`src/rtl/carga_operandos.sv`:
```
// Operand sequencer for the adder stage: debounces the load/clear buttons and
// steps through A-load, B-load, one-cycle adder enable, then result display.
module carga_operandos #(
  parameter int unsigned WIDTH           = 4,
  parameter int unsigned DEBOUNCE_CYCLES = 4
) (
  input  logic             clk,
  input  logic             rst_n,
  input  logic [WIDTH-1:0] dato_in,
  input  logic             btn_cargar,
  input  logic             btn_borrar,
  output logic [WIDTH-1:0] reg0,
  output logic [WIDTH-1:0] reg1,
  output logic             enable_suma,
  output logic [1:0]       estado,
  output logic             listo
);

  localparam int unsigned CNT_W = $clog2(DEBOUNCE_CYCLES + 1);
  localparam logic [CNT_W-1:0] CNT_MAX = CNT_W'(DEBOUNCE_CYCLES);
  localparam int unsigned NUM_BTN = 2;

  localparam logic [1:0] ESPERA_A = 2'd0;
  localparam logic [1:0] ESPERA_B = 2'd1;
  localparam logic [1:0] EJECUTA  = 2'd2;
  localparam logic [1:0] MUESTRA  = 2'd3;

  logic [NUM_BTN-1:0] raw;
  logic [NUM_BTN-1:0] sync1;
  logic [NUM_BTN-1:0] sync2;
  logic [NUM_BTN-1:0] deb;
  logic [NUM_BTN-1:0] deb_q;
  logic [NUM_BTN-1:0] pulse;
  logic [CNT_W-1:0]   cnt [NUM_BTN];

  logic             ld;
  logic             clr;
  logic [1:0]       state;
  logic [1:0]       state_next;
  logic [WIDTH-1:0] reg0_next;
  logic [WIDTH-1:0] reg1_next;

  assign raw = {btn_borrar, btn_cargar};

  // Per button: 2-FF sync, stability counter, registered rising edge of the debounced level
  always_ff @(posedge clk or negedge rst_n) begin
    if (!rst_n) begin
      sync1 <= '0;
      sync2 <= '0;
      deb   <= '0;
      deb_q <= '0;
      pulse <= '0;
      for (int i = 0; i < NUM_BTN; i++) cnt[i] <= '0;
    end else begin
      sync1 <= raw;
      sync2 <= sync1;
      deb_q <= deb;
      pulse <= deb & ~deb_q;
      for (int i = 0; i < NUM_BTN; i++) begin
        if (sync2[i] == deb[i]) begin
          cnt[i] <= '0;
        end else if (cnt[i] == CNT_MAX) begin
          deb[i] <= sync2[i];
          cnt[i] <= '0;
        end else begin
          cnt[i] <= cnt[i] + CNT_W'(1);
        end
      end
    end
  end

  assign ld  = pulse[0];
  assign clr = pulse[1];

  // Next state and operand values; clear outranks load in every state
  always_comb begin
    state_next = state;
    reg0_next  = reg0;
    reg1_next  = reg1;
    if (clr) begin
      state_next = ESPERA_A;
      reg0_next  = '0;
      reg1_next  = '0;
    end else begin
      case (state)
        ESPERA_A: if (ld) begin
          reg0_next  = dato_in;
          state_next = ESPERA_B;
        end
        ESPERA_B: if (ld) begin
          reg1_next  = dato_in;
          state_next = EJECUTA;
        end
        EJECUTA:  state_next = MUESTRA;
        MUESTRA:  if (ld) begin
          reg0_next  = dato_in;
          state_next = ESPERA_B;
        end
        default:  state_next = ESPERA_A;
      endcase
    end
  end

  // Outputs registered from the next state so they line up with estado
  always_ff @(posedge clk or negedge rst_n) begin
    if (!rst_n) begin
      state       <= ESPERA_A;
      reg0        <= '0;
      reg1        <= '0;
      enable_suma <= 1'b0;
      listo       <= 1'b0;
    end else begin
      state       <= state_next;
      reg0        <= reg0_next;
      reg1        <= reg1_next;
      enable_suma <= (state_next == EJECUTA);
      listo       <= (state_next == MUESTRA);
    end
  end

  assign estado = state;

endmodule

```
`config.mk`:
```
export PLATFORM = sky130hd
export DESIGN_NAME = carga_operandos
export DESIGN_NICKNAME = d
export VERILOG_FILES = /design/src/rtl/carga_operandos.sv
export SDC_FILE = /design/constraint.sdc
export NUM_CORES = 1
export LEC_CHECK = 0
export CORE_MARGIN = 5
export CORE_UTILIZATION = 30
export DETAILED_ROUTE_END_ITERATION = 6
export PLACE_DENSITY = 0.46
export REMOVE_ABC_BUFFERS = 1
export SLEW_MARGIN = 10
export SYNTH_ARGS = -nofsm -noshare
export SYNTH_HDL_FRONTEND = slang
export SYNTH_SLANG_ARGS = --single-unit
```
`constraint.sdc`:
```
create_clock -name clk -period 2.9 [get_ports clk]
set_input_delay 0.58 -clock clk [delete_from_list [all_inputs] [get_ports clk]]
set_output_delay 0.58 -clock clk [all_outputs]
set_load 0.1 [all_outputs]
```
After elaboration in Yosys (flattened, before gate mapping)
Cells that the tools add are included.
{"block": "totals", "out_inout_bits": 12, "ff_bits": 28, "inputBits": 8, "elab_cells": 50}
{"block": "op_classes", "add_sub_neg": 2, "reduce_logical": 9, "mux": 13, "eq_ne": 9, "n_bitwise": 4}
{"cell": "$mux 4", "n": 5}
{"cell": "$mux 3", "n": 4}
{"cell": "$eq 2x2->1 const B", "n": 4}
{"cell": "$reduce_and 2->1", "n": 4}
{"cell": "$add 3x1->3 const B", "n": 2}
{"cell": "$eq 3x3->1 const B", "n": 2}
{"cell": "$mux 2", "n": 3}
{"cell": "$pmux 2 s3", "n": 1}
{"cell": "$reduce_bool 2->1", "n": 3}
{"cell": "$and 2x2->2", "n": 1}
{"cell": "$eq 1x1->1", "n": 2}
{"cell": "$eq 2x1->1 const B", "n": 1}
{"cell": "$logic_not 2->1", "n": 1}
{"cell": "$not 1->1", "n": 2}
{"cell": "$not 2->2", "n": 1}
{"cell": "$reduce_or 2->1", "n": 1}

Logic depth before layout (Yosys ltp)
Gate-level depths: netlist of the first run.
{"block": "logic_depth", "depth_word": 5, "ltp_mapped": 7, "ltp_nobuf": 6}

Worst setup path before layout of the first run
OpenSTA, ideal clock, no wires.
{"block": "synth_path", "kind": "flip-flop to flip-flop", "start": "register state[0] (netlist: estado[0])", "end": "register enable_suma", "stages_incl_launch_ff": 7, "arrival_ns": 2.030, "period_less_slack_ns": 2.164, "t_required_ns": 2.766, "n_path_buf": 0, "slack_ns": 0.736, "setup_time_ns": 0.134, "cell_sequence": "dfrtp_1 > inv_1 > ha_1 > o22ai_1 > a221o_1 > inv_1 > a211oi_1"}
{"block": "synth_via", "elab_chain_cells": 5, "elab_cells_between_ends": 10, "cone_classes": "4 x eq/ne; 4 x mux; 2 x reduce/logical"}
{"element": "start, declared", "line_no": "38", "rtl": "logic [1:0] state;"}
{"element": "start signal, assigned", "line_no": "113", "rtl": "state <= state_next;"}
{"element": "$eq 2x2->1 / $logic_not 2->1 (equally long branches)", "line_no": "85", "rtl": "case (state)"}
{"element": "$reduce_or 2->1 (no line)"}
{"element": "$pmux 2 s3 (*)", "line_no": "85"}
{"element": "$mux 2 (*)", "line_no": "80", "rtl": "if (clr) begin"}
{"element": "net state_next[0]", "line_no": "39", "rtl": "logic [1:0] state_next;"}
{"element": "$eq 2x2->1 (*)", "line_no": "116", "rtl": "enable_suma <= (state_next == EJECUTA);"}
{"element": "end signal, assigned", "line_no": "116"}
{"element": "end, declared", "line_no": "14", "rtl": "output logic enable_suma,"}
Mark *: on every way through the listed nets, which the timed path passes. The rest lies on a longest branch.
A chain may end at the register's enable or synchronous reset.

Worst setup path after layout of the first run
Ends and elaborated chain as after synthesis.

==> flow_summary.json, run 1 <==
{
  "outcome": "finished clean",
  "numPortBuffers": 19,
  "grt_pass1_vias": 775,
  "ios": 20,
  "whs_ps": 358,
  "worst_pin_slew_ps": 410,
  "tns_ps": 0,
  "finalHoldViolations": 0,
  "worst-path-buf-inv": 2,
  "start_util_pct": 31.2,
  "htree_num_levels": 1,
  "relSlewSlack_pct": 72.7,
  "path_class": "register to register",
  "layout.cells.most_common": "dfrtp_1",
  "synthesis.instances": 100,
  "insertion_delay_ps": 270,
  "cts_resized": 0,
  "grt_pass1_wl_um": 3380,
  "die_h_um": 72.0,
  "ys_warn_count": 0,
  "yosysSeqAreaShare_pct": 60.8,
  "fp.coreArea_sq_mm": 0.00369,
  "cts_sinks": 28,
  "nets": 136,
  "vias_per_cell": 4.53,
  "finalCritPeriodShare_pct": 55.3,
  "critical-path-top-delay-family": "compound AO/OA/AOI/OAI gates",
  "ys_types": 22,
  "skew_ps": 3.65,
  "max_stage_delay_ps": 410,
  "critPathLaunch": "estado[0]$_DFF_PN0_",
  "path_clk_slew_ps": 90,
  "rsz0062_at_grt": "false",
  "min_period_ps": 1600,
  "worstPathCellList": "inv_1 -> ha_1 -> o22ai_1 -> a221o_1 -> inv_1 -> a211oi_1",
  "area_growth_syn_to_layout_pct": 21.2,
  "slew_violations": 0,
  "required_ps": 3040,
  "crit_path_end_kind": "register",
  "wl_per_cell_um": 11.9,
  "netlist_area_sq_mm": 0.00115,
  "drcViolationCount": 0,
  "worstReg2RegStart": "estado[0]$_DFF_PN0_",
  "antenna_left": 0,
  "gr-usage-all-layers_pct": 8.31,
  "rows": 22,
  "fmax_ghz": 0.624,
  "synth_area_per_cell_sq_um": 11.5,
  "gp_congestion": 0.691,
  "critPathMaxFanout": 7,
  "cpMostUsedCell": "inv_1",
  "vias": 761,
  "die_w_um": 72.0,
  "drv_cap": 0,
  "worstHoldStart": "sync1[1]$_DFF_PN0_",
  "holdBufCountCts": 0,
  "post-route-util_pct": 37.9,
  "hold_class": "register to register",
  "grt_max_degree": 29,
  "dr.pass1.iters": 4,
  "drive_gt1_share_pct": 17.5,
  "cp.arrival_ps": 1750,
  "clockRootBuffer": "clkbuf_8",
  "cts_tree": "done",
  "antenna_cells": 0,
  "startpoint_type": "register",
  "drtIter0Drc": 57,
  "grt_antenna_before_repair": 0,
  "final-setup-viol-count": 0,
  "wl_um": 2000,
  "synth.ff_latch_count": 28,
  "die_area_sq_mm": 0.00518,
  "final_cell_mix": "dfrtp_1 (28), buf_4 (13), a21oi_1 (11), nand2_1 (11), inv_1 (10)",
  "cts_setup_buffers": 0,
  "cts_max_path_buffers": 2,
  "crit_slowest_cell": "dfrtp_1",
  "grt_overflow": 0,
  "cts_buffers": 3,
  "dp_hpwl_um": 1460
}
registers in the layout (all words and copies together), names as in the netlist:
| register | flops |
|---|---|
| cnt | 6 |
| deb | 2 |
| deb_q | 2 |
| enable_suma | 1 |
| estado | 2 |
| listo | 1 |
| pulse | 2 |
| reg0 | 4 |
| reg1 | 4 |
| sync1 | 2 |
| sync2 | 2 |
metrics by stage:
step / std cells / worst slack [ps] / instance area (sq um)
after floorplan: 97 / 732 / 1130
after global placement: 165 / 1340 / 1360
after detailed placement: 165 / 1300 / 1360
after CTS: 168 / 1290 / 1400
after global routing: 168 / 1200 / 1400
final: 168 / 1300 / 1400
kinds of logic (layout without fill, tap and decap cells):
kind of cell,after synthesis,after routing,share of synthesized area (%)
buffers and inverters,13,33,5.43
AND/OR/NAND/NOR,32,32,14.7
AO/OA/AOI/OAI,17,17,9.12
XOR/XNOR,2,2,1.52
flip-flops,28,28,60.8
adder cells (fa/ha/maj),6,6,6.51
multiplexers,2,2,1.95
synthesized netlist by cell type:
master / number / area [sq um]
nand3_1: 8 / 40.0
ha_1: 6 / 75.1
nand2_1: 11 / 41.3
nor2b_1: 5 / 31.3
a21oi_1: 11 / 55.1
a221o_1: 1 / 10.0
nor2_1: 2 / 7.51
nor3b_1: 4 / 30.0
a211oi_1: 1 / 7.51
inv_1: 10 / 37.5
o21ai_1: 1 / 5.00
buf_4: 1 / 7.51
or2b_1: 1 / 7.51
buf_2: 1 / 5.00
o22ai_1: 1 / 6.26
xnor2_1: 2 / 17.5
o21a_2: 1 / 8.76
mux2_2: 2 / 22.5
dfrtp_1: 28 / 701
dlymetal6s2s_1: 1 / 12.5
nand2_4: 1 / 11.3
a211oi_2: 1 / 12.5
cell type report:
type / count / area [sq um]
fill: 391 / 2290
sequential: 28 / 701
multi-input combinational: 59 / 389
timing repair buffer: 20 / 168
tap: 48 / 60.1
clock buffer: 3 / 41.3
inverter: 10 / 37.5
per-layer routing:
layer	routed length, um	track usage [%]	vias to the layer above
met5	0	0	-
met4	43	4.38	0
met3	128	1.94	3
met2	993	14.8	20
met1	836	9.12	372
li1	-	-	366
worst reg2reg max path, stage by stage (launching register included):
cell	delay, ps
dfrtp_1	410
inv_1	60
ha_1	380
o22ai_1	110
a221o_1	390
inv_1	80
a211oi_1	40
worst paths after layout:
kind / depth (start not counted) / slack (ps) / end
max in group asynchronous: 2 / 1950 / cnt[0]$_DFF_PN0_
hold / removal: 0 / 360 / sync2[1]$_DFF_PN0_
min in group asynchronous: 2 / 680 / enable_suma$_DFF_PN0_
setup reg to reg: 6 / 1300 / enable_suma$_DFF_PN0_
setup / recovery: 6 / 1300 / enable_suma$_DFF_PN0_
hold reg to reg: 0 / 360 / sync2[1]$_DFF_PN0_
Power of run 1 is left out: the tool's default activity adds up to more than one toggle a clock period on the data nets, which glitch-free logic cannot reach.
==> inputs of run 2 (changes only) <==
==> constraint.sdc (replaced) <==
create_clock -name clk -period 1.6 [get_ports clk]
set_input_delay 0.32 -clock clk [delete_from_list [all_inputs] [get_ports clk]]
set_output_delay 0.32 -clock clk [all_outputs]
set_load 0.1 [all_outputs]
==> flow_summary.json, run 2 (synthesis results as in run 1) <==
{
  "max_stage_delay_ps": 420,
  "rows": 22,
  "final_cell_mix": "dfrtp_1 (28), buf_12 (12), a21oi_1 (11), nand2_1 (11), inv_1 (10)",
  "rsz0062_at_grt": "false",
  "antenna_cells": 0,
  "drcViolationCount": 0,
  "multi_input_area_sq_um": 389,
  "crit_path_end_kind": "register",
  "worst_pin_slew_ps": 410,
  "outcome": "finished clean",
  "min_period_ps": 1500,
  "drive_gt1_share_pct": 20.8,
  "numPortBuffers": 19,
  "dr.pass1.iters": 3,
  "path_class": "register to register",
  "cpMostUsedCell": "inv_1",
  "cts_resized": 0,
  "rrSetupSlack_ps": 100,
  "worstHoldStart": "sync1[1]$_DFF_PN0_",
  "nets": 140,
  "drv_cap": 0,
  "fmax_ghz": 0.665,
  "num-fill-cells": 369,
  "area_growth_syn_to_layout_pct": 39.4,
  "slew_violations": 0,
  "grt_antenna_before_repair": 0,
  "critPathMaxFanout": 5,
  "area.sequential_sq_um": 701,
  "path_clk_slew_ps": 90,
  "gp_congestion": 0.735,
  "cts_setup_buffers": 0,
  "vias": 764,
  "fp.coreArea_sq_mm": 0.00369,
  "dp_hpwl_um": 1520,
  "wl_per_cell_um": 11.3,
  "die_area_sq_mm": 0.00518,
  "cts_buffers": 3,
  "drtIter0Drc": 29,
  "wl_um": 1950,
  "ios": 20,
  "required_ps": 1740,
  "grt_overflow": 0,
  "finalHoldViolations": 0,
  "layout.cells.most_common": "dfrtp_1",
  "regToRegEndpoint": "enable_suma$_DFF_PN0_",
  "gr-usage-all-layers_pct": 8.10,
  "grt_max_degree": 29,
  "whs_path_depth": 0,
  "hold_end": "sync2[1]$_DFF_PN0_",
  "grt_pass1_vias": 797,
  "worstPathCellList": "inv_1 -> ha_1 -> o22ai_1 -> a221o_1 -> inv_1 -> a211oi_1",
  "antenna_left": 0,
  "largest-register": "cnt",
  "cts_tree": "done",
  "reg2reg_depth": 6,
  "start_util_pct": 31.2,
  "top_regs": "cnt: 6 flops, reg0: 4 flops, reg1: 4 flops",
  "hold_class": "register to register",
  "relSlewSlack_pct": 72.7,
  "die_h_um": 72.0,
  "crit_slowest_cell": "dfrtp_1",
  "worstReg2RegStart": "estado[0]$_DFF_PN0_",
  "die_w_um": 72.0,
  "insertion_delay_ps": 270,
  "grt_pass1_wl_um": 3420,
  "largest_reg_flops": 6,
  "cts_sinks": 28,
  "clockRootBuffer": "clkbuf_8",
  "vias_per_cell": 4.42,
  "startpoint_type": "register",
  "final-setup-viol-count": 0,
  "cts_max_path_buffers": 2,
  "finalCritPeriodShare_pct": 94.0,
  "post-route-util_pct": 43.6,
  "holdBufCountCts": 0,
  "cp.arrival_ps": 1650,
  "skew_ps": 3.66,
  "htree_num_levels": 1
}
[run 2: cell type report]
cell class	instances	area share, %
well taps	48	3.74
inverters	10	2.34
clock inverters	1	1.87
clock buffers	3	2.57
flip-flops and latches	28	43.6
multi-input cells	59	24.2
repair buffers	24	21.7
[run 2: routing by layer]
metal | vias up | track usage [%] | wire, um
met3 | 2 | 2.08 | 112
li1 | 379 | - | -
met5 | - | 0 | 0
met4 | 0 | 2.51 | 14
met2 | 19 | 14.7 | 940
met1 | 364 | 9.30 | 882
[run 2: worst max-delay path by stage]
stage / cells after the start / from / end / slack [ps]
finish: 6 / estado[0]$_DFF_PN0_ / enable_suma$_DFF_PN0_ / 100
global route: 6 / estado[0]$_DFF_PN0_ / enable_suma$_DFF_PN0_ / 3
CTS: 6 / estado[0]$_DFF_PN0_ / enable_suma$_DFF_PN0_ / 80
detailed placement: 6 / estado[0]$_DFF_PN0_ / enable_suma$_DFF_PN0_ / 100
global placement: 6 / estado[0]$_DFF_PN0_ / enable_suma$_DFF_PN0_ / 150
floorplan: 6 / estado[0]$_DFF_PN0_ / enable_suma$_DFF_PN0_ / -570
[run 2: metrics by stage]
stage	instance area, sq um	hold slack [ps]	TNS [ps]	worst slack (ps)	std cells
global route	1610	361	0	3.04	173
floorplan	1130	24.4	-3680	-568	97
finish	1610	358	0	96.8	173
detailed placement	1540	337	0	96.8	169
global placement	1540	334	0	154	169
CTS	1610	360	0	84.5	173
[run 2: critical path, delay by kind of cell, from the launching register on]
family                     cells  cell delay, ps
AOI/OAI and AO/OA              3             500
adders and majority gates      1             310
buffers and inverters          2             140
DFF                            1             420
Power of run 2 is left out for the same reason.
==> inputs of run 3 (changes only) <==
--- a/config.mk
+++ b/config.mk
@@ -5,8 +5,10 @@
 export SDC_FILE = /design/constraint.sdc
 export NUM_CORES = 1
 export LEC_CHECK = 0
+export ABC_AREA = 1
 export CORE_MARGIN = 5
 export CORE_UTILIZATION = 30
+export CTS_CLUSTER_DIAMETER = 30
 export DETAILED_ROUTE_END_ITERATION = 6
 export PLACE_DENSITY = 0.46
 export REMOVE_ABC_BUFFERS = 1
==> constraint.sdc (replaced) <==
create_clock -name clk -period 1.6 [get_ports clk]
set_input_delay 0.24 -clock clk [delete_from_list [all_inputs] [get_ports clk]]
set_output_delay 0.24 -clock clk [all_outputs]
set_load 0.1 [all_outputs]
==> flow_summary.json, run 3 <==
{
  "grt_pass1_vias": 853,
  "antenna_cells": 0,
  "clockRootBuffer": "clkbuf_8",
  "ys_warn_count": 0,
  "min_period_ps": 1380,
  "die_area_sq_mm": 0.00520,
  "cts_buffers": 3,
  "tns_ps": 0,
  "num-fill-cells": 367,
  "final_cell_mix": "dfrtp_1 (28), nand2_1 (24), inv_1 (18)",
  "cts_setup_buffers": 0,
  "max_stage_delay_ps": 440,
  "top_regs": "cnt: 6 flops, reg0: 4 flops, reg1: 4 flops",
  "vias": 795,
  "start_util_pct": 31.3,
  "cts_sinks": 28,
  "crit_cells": 7,
  "largest_reg_flops": 6,
  "cp.arrival_ps": 1590,
  "fp.coreArea_sq_mm": 0.00369,
  "dp_hpwl_um": 1550,
  "rows": 22,
  "area_growth_syn_to_layout_pct": 38.1,
  "synth.top_cell.area_share_pct": 60.6,
  "insertion_delay_ps": 270,
  "path_class": "register to register",
  "critical-path-top-delay-family": "simple AND/OR/NAND/NOR gates",
  "yosysSeqAreaShare_pct": 60.6,
  "worstPathCellList": "inv_1 -> ha_1 -> nand2_1 -> nand3_2 -> nand2_2 -> inv_2 -> nor2_2",
  "startpoint_type": "register",
  "grt_pass1_wl_um": 3620,
  "wl_um": 2020,
  "final-setup-viol-count": 0,
  "drv_cap": 0,
  "holdBufCountCts": 0,
  "synthesis.instances": 117,
  "wl_per_cell_um": 10.7,
  "reg2reg_depth": 7,
  "dp.cells": 186,
  "cts_resized": 0,
  "fin_cells": 190,
  "htree_num_levels": 1,
  "skew_ps": 1.72,
  "synthTopCellsByCount": "dfrtp_1 (28), nand2_1 (24), inv_1 (18)",
  "worst_pin_slew_ps": 352,
  "layout.cells.most_common": "dfrtp_1",
  "crit_slowest_cell": "dfrtp_1",
  "die_h_um": 72.1,
  "dr.pass1.iters": 4,
  "worst-path-buf-inv": 2,
  "drive_gt1_share_pct": 19.0,
  "rsz0062_at_grt": "false",
  "yosys-top-cells-area": "dfrtp_1 (61%), nand2_1 (7.8%), ha_1 (6.5%)",
  "required_ps": 1810,
  "vias_per_cell": 4.18,
  "synth.ff_latch_count": 28,
  "relSlewSlack_pct": 76.6,
  "grt_max_degree": 29,
  "drtIter0Drc": 38,
  "finalCritPeriodShare_pct": 86.2,
  "fmax_ghz": 0.725,
  "critPathMaxFanout": 6,
  "grt_antenna_before_repair": 0,
  "slew_violations": 0,
  "antenna_left": 0,
  "gp_congestion": 0.818,
  "cts_max_path_buffers": 2,
  "crit_path_end_kind": "register",
  "gr-usage-all-layers_pct": 8.84,
  "numPortBuffers": 19,
  "path_clk_slew_ps": 90,
  "outcome": "finished clean",
  "synth_area_per_cell_sq_um": 9.88,
  "cts_tree": "done",
  "yosysTopAreaCell": "dfrtp_1",
  "synth.most_common_cell": "dfrtp_1",
  "hold_class": "primary input to asynchronous set/reset pin",
  "die_w_um": 72.1,
  "drcViolationCount": 0,
  "ys_types": 18,
  "synthArstFlopShare_pct": 100,
  "ys.flop_type": "dfrtp_1",
  "grt_overflow": 0,
  "netlist_area_sq_mm": 0.00116,
  "largest-register": "cnt",
  "ios": 20,
  "finalHoldViolations": 0,
  "synth_edf_count": 0,
  "nets": 157
}
run 3: cells by family after synthesis:
| family | count (synthesis) | synth area share (%) |
|---|---|---|
| AO/OA/AOI/OAI | 3 | 1.30 |
| adder cells (fa/ha/maj) | 6 | 6.49 |
| buffers and inverters | 20 | 6.49 |
| XOR/XNOR | 4 | 3.03 |
| flip-flops | 28 | 60.6 |
| AND/OR/NAND/NOR | 56 | 22.1 |
run 3: path summary, 6_finish.rpt:
kind | startpoint | end | slack, ps
setup / recovery | estado[0]$_DFF_PN0_ | enable_suma$_DFF_PN0_ | 220
hold / removal | rst_n | reg1[0]$_DFFE_PN0P_ | 340
setup reg to reg | estado[0]$_DFF_PN0_ | enable_suma$_DFF_PN0_ | 220
hold reg to reg | sync1[1]$_DFF_PN0_ | sync2[1]$_DFF_PN0_ | 360
max in group asynchronous | rst_n | cnt[2]$_DFF_PN0_ | 990
min in group clk | sync1[1]$_DFF_PN0_ | sync2[1]$_DFF_PN0_ | 360
run 3: routing by layer:
metal	track usage, %	wire length [um]
met4	4.59	16
met2	14.6	1040
met3	2.35	122
met5	0	0
met1	10.5	850
run 3: layout make-up:
cell class                      count  area, sq um  share of cell area [%]
Clock buffer                        4         55.1                    3.45
Sequential cell                    28          701                    43.9
Inverter                           20         75.1                    4.70
Multi-Input combinational cell     69          380                    23.8
Timing Repair Buffer               21          325                    20.4
Tap cell                           48         60.1                    3.76
run 3: stage by stage:
step	hold WS, ps	cell area, sq um	setup slack (ps)	util, %
global placement	335	1540	252	41.8
floorplan	-55.6	1160	-319	-
CTS	362	1600	213	43.3
global route	381	1600	67.3	43.3
detailed placement	340	1540	233	41.8
finish	342	1600	221	43.3
Power of run 3 is left out for the same reason.
